==> src/rtl/seq_det_pkg.sv <==
// Shared defaults and helpers for the sequence detector and its statistics blocks.
// Provides default widths/depth and a saturating increment usable up to 32 bits.
package seq_det_pkg;

   localparam int TS_W_DEF  = 16;
   localparam int DEPTH_DEF = 8;
   localparam int CNT_W_DEF = 16;

   // Saturating increment of the low w bits of v; holds at all-ones.
   function automatic logic [31:0] sat_inc(
      input logic [31:0] v,
      input int unsigned w
   );
      logic [31:0] top;
      top = (w >= 32) ? 32'hFFFF_FFFF : ((32'd1 << w) - 32'd1);
      return (v >= top) ? v : v + 32'd1;
   endfunction

endpackage

==> src/rtl/sync_fifo_fwft.sv <==
// First-word-fall-through synchronous FIFO; rdata shows the head whenever !empty.
// Ports: clk, rst (sync, active-high), push/wdata, pop/rdata, full, empty, level.
module sync_fifo_fwft #(
   parameter int W     = 16,
   parameter int DEPTH = 8,
   parameter int AW    = $clog2(DEPTH),
   parameter int LW    = $clog2(DEPTH) + 1
) (
   input  logic          clk,
   input  logic          rst,
   input  logic          push,
   input  logic [W-1:0]  wdata,
   input  logic          pop,
   output logic [W-1:0]  rdata,
   output logic          full,
   output logic          empty,
   output logic [LW-1:0] level
);

   logic [W-1:0]  mem [DEPTH];
   logic [AW-1:0] wr_ptr;
   logic [AW-1:0] rd_ptr;
   logic          push_ok;
   logic          pop_ok;

   assign full  = (level == LW'(DEPTH));
   assign empty = (level == '0);
   assign rdata = mem[rd_ptr];

   assign pop_ok  = pop & ~empty;
   // When full, a simultaneous pop frees the head slot, which is exactly
   // where wr_ptr points, so the write lands behind the remaining entries.
   assign push_ok = push & (~full | pop_ok);

   always_ff @(posedge clk) begin
      if (rst) begin
         wr_ptr <= '0;
         rd_ptr <= '0;
         level  <= '0;
         for (int i = 0; i < DEPTH; i++) begin
            mem[i] <= '0;
         end
      end else begin
         if (push_ok) begin
            mem[wr_ptr] <= wdata;
            wr_ptr      <= wr_ptr + AW'(1);
         end
         if (pop_ok) begin
            rd_ptr <= rd_ptr + AW'(1);
         end
         case ({push_ok, pop_ok})
            2'b10:   level <= level + LW'(1);
            2'b01:   level <= level - LW'(1);
            default: level <= level;
         endcase
      end
   end

endmodule

==> src/rtl/match_event_fifo.sv <==
// Timestamps detector match pulses and buffers them in a FWFT FIFO for the host.
// Ports: clk, rst, match, clr_stats, out_ready -> out_valid, out_ts, level,
//        overflow (sticky drop flag), match_cnt / drop_cnt (saturating).
module match_event_fifo
   import seq_det_pkg::*;
#(
   parameter int TS_W  = TS_W_DEF,
   parameter int DEPTH = DEPTH_DEF,
   parameter int CNT_W = CNT_W_DEF
) (
   input  logic                     clk,
   input  logic                     rst,
   input  logic                     match,
   input  logic                     clr_stats,
   input  logic                     out_ready,
   output logic                     out_valid,
   output logic [TS_W-1:0]          out_ts,
   output logic [$clog2(DEPTH):0]   level,
   output logic                     overflow,
   output logic [CNT_W-1:0]         match_cnt,
   output logic [CNT_W-1:0]         drop_cnt
);

   logic [TS_W-1:0] ts;
   logic            full;
   logic            empty;
   logic            pop;
   logic            accept;
   logic            drop;

   assign out_valid = ~empty;
   assign pop       = out_valid & out_ready;
   assign accept    = match & (~full | pop);
   assign drop      = match & full & ~pop;

   sync_fifo_fwft #(
      .W     (TS_W),
      .DEPTH (DEPTH)
   ) u_fifo (
      .clk   (clk),
      .rst   (rst),
      .push  (match),
      .wdata (ts),
      .pop   (pop),
      .rdata (out_ts),
      .full  (full),
      .empty (empty),
      .level (level)
   );

   always_ff @(posedge clk) begin
      if (rst) begin
         ts <= '0;
      end else begin
         ts <= ts + TS_W'(1);
      end
   end

   // Clear takes priority over a coincident accept or drop.
   always_ff @(posedge clk) begin
      if (rst || clr_stats) begin
         overflow  <= 1'b0;
         match_cnt <= '0;
         drop_cnt  <= '0;
      end else begin
         if (accept) begin
            match_cnt <= CNT_W'(sat_inc(32'(match_cnt), CNT_W));
         end
         if (drop) begin
            overflow <= 1'b1;
            drop_cnt <= CNT_W'(sat_inc(32'(drop_cnt), CNT_W));
         end
      end
   end

endmodule
==> config.mk <==
export PLATFORM = sky130hd
export DESIGN_NAME = match_event_fifo
export DESIGN_NICKNAME = d
export VERILOG_FILES = /design/src/rtl/seq_det_pkg.sv /design/src/rtl/sync_fifo_fwft.sv /design/src/rtl/match_event_fifo.sv
export SDC_FILE = /design/constraint.sdc
export NUM_CORES = 1
export LEC_CHECK = 0
export BUFFER_PORTS_ARGS = -buffer_cell sky130_fd_sc_hd__clkbuf_2
export CORE_ASPECT_RATIO = 0.8
export CORE_MARGIN = 2
export CORE_UTILIZATION = 45
export DETAILED_ROUTE_END_ITERATION = 7
export GPL_ROUTABILITY_DRIVEN = 0
export SYNTH_ARGS = -nofsm -noshare
export SYNTH_HDL_FRONTEND = slang
export SYNTH_SLANG_ARGS = --single-unit
==> constraint.sdc <==
create_clock -name clk -period 3.31 [get_ports clk]
set_clock_uncertainty 0.15 [all_clocks]
set_input_delay 0.662 -clock clk [delete_from_list [all_inputs] [get_ports clk]]
set_output_delay 0.662 -clock clk [all_outputs]
set_load 0.02 [all_outputs]
==> results.toml <==
[final_layout]
post_route_cells_drive_above_1_share_pct = 22.28
antenna_cells = 0
layout.cells.most_common_list = "sky130_fd_sc_hd__edfxtp_1, sky130_fd_sc_hd__and2_1, sky130_fd_sc_hd__dfxtp_1, sky130_fd_sc_hd__clkbuf_2, sky130_fd_sc_hd__nor2_1"
mostFrequentLayoutCell = "sky130_fd_sc_hd__edfxtp_1"
area_delta_synth_final_pct = 12.30
multiInputGateArea_um2 = 3374
layout.nets = 745
nFillCells = 1631
instances_no_fill = 1003
finish.utilization_pct = 51.53
area.sequential_um2 = 5086

[logic_synthesis]
synth_flop_cell = "sky130_fd_sc_hd__edfxtp_1"
synth_edf_count = 128
synth_largest_type_area_fraction_pct = 44.14
ff_latch_count_synth = 190
syn_area_per_cell_um2 = 12.69
synth.yosys.seq_area_share_pct = 58.40
yosysWarningCount = 0
synth_async_sr_flop_share_pct = 0
post_synth_instance_area_um2 = 8707
synth_cells = 686
yosys.area.top_type = "sky130_fd_sc_hd__edfxtp_1"
synth_area_leaders = "sky130_fd_sc_hd__edfxtp_1, sky130_fd_sc_hd__dfxtp_1, sky130_fd_sc_hd__and2_1"
synth_nets = 699
netlist-cell-type-count = 49

[clock_tree]
total_of_cells_resized_after_clock_tree_synthesis = 0
clock-sinks = 190
post-cts-setup-buffers = 0
clk-insertion-delay-late_ps = 430
cts_made_buffers = 17
holdBufCountCts = 0
htree_num_levels = 4
cts-root-to-sink-buffers = 2
cts-root-buf = "sky130_fd_sc_hd__clkbuf_16"
clock_tree_from_tritoncts = "done"
clock_transition_at_path_regs_ps = 70

[placed_design]
placement.io_buffers = 58
placement.setup.worst_slack_ps = 388.3
detailedPlacementHpwl_mm = 11.97
placed_cells_incl_taps = 971

[timing]
fin_ws_ps = 417.1
finalHoldViolCount = 0
rsz0062_at_grt = "no"
max_slew.worst_pin.slew_ps = 886.0
setup-tns-final_ps = 0
maxSlewViolCount = 0
slew_headroom_pct = 40.93
finalSetupViolCount = 0
min_period_over_period_pct = 87.40
period_needed_ps = 2893
maxClockFrequency_ghz = 0.3457

[setup_path]
crit_slowest_cell = "sky130_fd_sc_hd__mux4_2"
critical_path.max_fanout = 32
critical_path.endpoint = "out_ts[14]"
critical_path.reg2reg.endpoint = "u_fifo.level[2]"
critical_path.reg2reg.startpoint = "u_fifo.level[0]"
cp-end-kind = "output pin"
required_ps = 2500
critical_path_class = "register to output pin"
slowest_delay_ps = 570
path_cells = "buf_12, mux4_2, mux2_2, clkbuf_2"
worstRegToRegCells = 10
data_arrival_at_the_endpoint_of_the_critical_path_ps = 2080
setup.worst_path.start_class = "register"
rrSetupSlack_ps = 510

[global_route]
wire_length_of_the_first_global_routing_pass_mm = 30.39
globalRouteOverflowTotal = 0
grt_pass1_vias = 5526
number_of_antenna_violations_at_the_first_check_in_global_routing = 0
pin_count_of_the_biggest_net_entering_global_routing = 41
grt_util_all_layers_pct = 19.47

[die]
boundaryPins = 59
dieHeight_um = 128.4
design.core.area_um2 = 18970
effective_utilization_at_floorplan_pct = 45.89
placement_rows = 45
chipWidth_um = 159.5
die_area_um2 = 20480

[route]
drt-initial-drc-count = 478
wl_per_cell_um = 18.96
drcViolationCount = 0
vias = 5396
routed_wl_mm = 19.02
drt-pass1-iter-count = 5
drtAntennaViolNets = 0
viasPerCell = 5.380

[power]
peakVddDrop_mv = 0.4245
static_leakage_nw = 3.482
power_per_cell_area_nw_per_um2 = 606.6

[hold_path]
hold_path_class = "register to register"

[job]
maxCapViolations = 0

[status]
run_status = "finished, final reports clean"
critical path, delay by kind of cell (launching register included):
| family | cells | cell delay (ps) |
|---|---|---|
| mux | 2 | 870 |
| buf+inv | 2 | 430 |
| flops | 1 | 340 |
flip-flops by register name, summed over array words and instances (netlist names), named ones only:
signal and flops:
u_fifo.mem 128, u_fifo.wr_ptr 3, ts 16, u_fifo.level 4, overflow 1, drop_cnt 16, u_fifo.rd_ptr 3, match_cnt 16
power breakdown:
group | switching (mW) | leakage (nW) | internal (mW)
sequential | 0.0983 | 1.83 | 2.65
clock | 0.919 | 0.259 | 1.05
combinational | 0.659 | 1.39 | 0.556
cell families after synthesis:
family	count (synthesis)	synth area share, %
mux	51	10.69
simple gates	309	20.29
xor+xnor	41	4.124
fa+ha+maj	8	1.150
buf+inv	51	2.845
compound gates	36	2.500
flops	190	58.40
final cells by class:
type / count / area share [%]
clock buffer: 18 / 4.389
inverter: 6 / 0.2303
timing repair buffer: 72 / 4.171
clock inverter: 14 / 1.382
tap: 258 / 3.301
sequential: 190 / 52.02
multi-input combinational: 445 / 34.51
cell usage after synthesis, types with 2 or more instances:
master	count
sky130_fd_sc_hd__inv_1	5
sky130_fd_sc_hd__clkbuf_1	31
sky130_fd_sc_hd__o21ai_0	10
sky130_fd_sc_hd__and4_1	6
sky130_fd_sc_hd__mux2i_1	3
sky130_fd_sc_hd__buf_2	6
sky130_fd_sc_hd__nand3b_1	2
sky130_fd_sc_hd__xor2_1	8
sky130_fd_sc_hd__nand2_1	24
sky130_fd_sc_hd__or2_1	2
sky130_fd_sc_hd__nor2_1	57
sky130_fd_sc_hd__a31oi_1	3
sky130_fd_sc_hd__nor3_1	21
sky130_fd_sc_hd__ha_1	8
sky130_fd_sc_hd__nor2b_1	2
sky130_fd_sc_hd__and3_1	7
sky130_fd_sc_hd__o21a_1	2
sky130_fd_sc_hd__mux2_2	16
sky130_fd_sc_hd__a21oi_1	14
sky130_fd_sc_hd__or2_2	7
sky130_fd_sc_hd__nand3_1	12
sky130_fd_sc_hd__dfxtp_1	62
sky130_fd_sc_hd__and2_1	120
sky130_fd_sc_hd__or3_1	9
sky130_fd_sc_hd__xnor2_1	33
sky130_fd_sc_hd__nand2b_1	4
sky130_fd_sc_hd__nand4_1	14
sky130_fd_sc_hd__buf_6	6
sky130_fd_sc_hd__edfxtp_1	128
sky130_fd_sc_hd__nor3b_1	3
sky130_fd_sc_hd__mux4_2	32
sky130_fd_sc_hd__nor4_1	11
sky130_fd_sc_hd__a211oi_1	2
how the worst min path moves through the flow:
stage / startpoint / to / cells past startpoint
floorplan: u_fifo.rd_ptr[2] / register / 2
global placement: overflow / overflow / 2
detailed placement: overflow / overflow / 2
CTS: overflow / overflow / 2
global route: clr_stats / match_cnt[15] / 3
finish: overflow / overflow / 2
per-layer routing:
metal / vias to the layer above / wire length [um] / track usage, %
met2: 129 / 8642 / 30.12
met5: - / 0 / 0
met1: 2693 / 9313 / 28.06
li1: 2558 / - / -
met4: 0 / 225 / 5.989
met3: 16 / 837 / 3.868
stage by stage:
step | area, um^2 | hold slack [ps] | power, mW
2_1_floorplan | 8707 | 334.7 | 3.707
3_3_place_gp | 9214 | 315.7 | 3.998
3_5_place_dp | 9214 | 329.6 | 4.035
4_1_cts | 9778 | 346.6 | 5.990
5_1_grt | 9778 | 389.4 | 6.173
6_report | 9778 | 337.9 | 5.931
(Power assumes the default switching activity.)
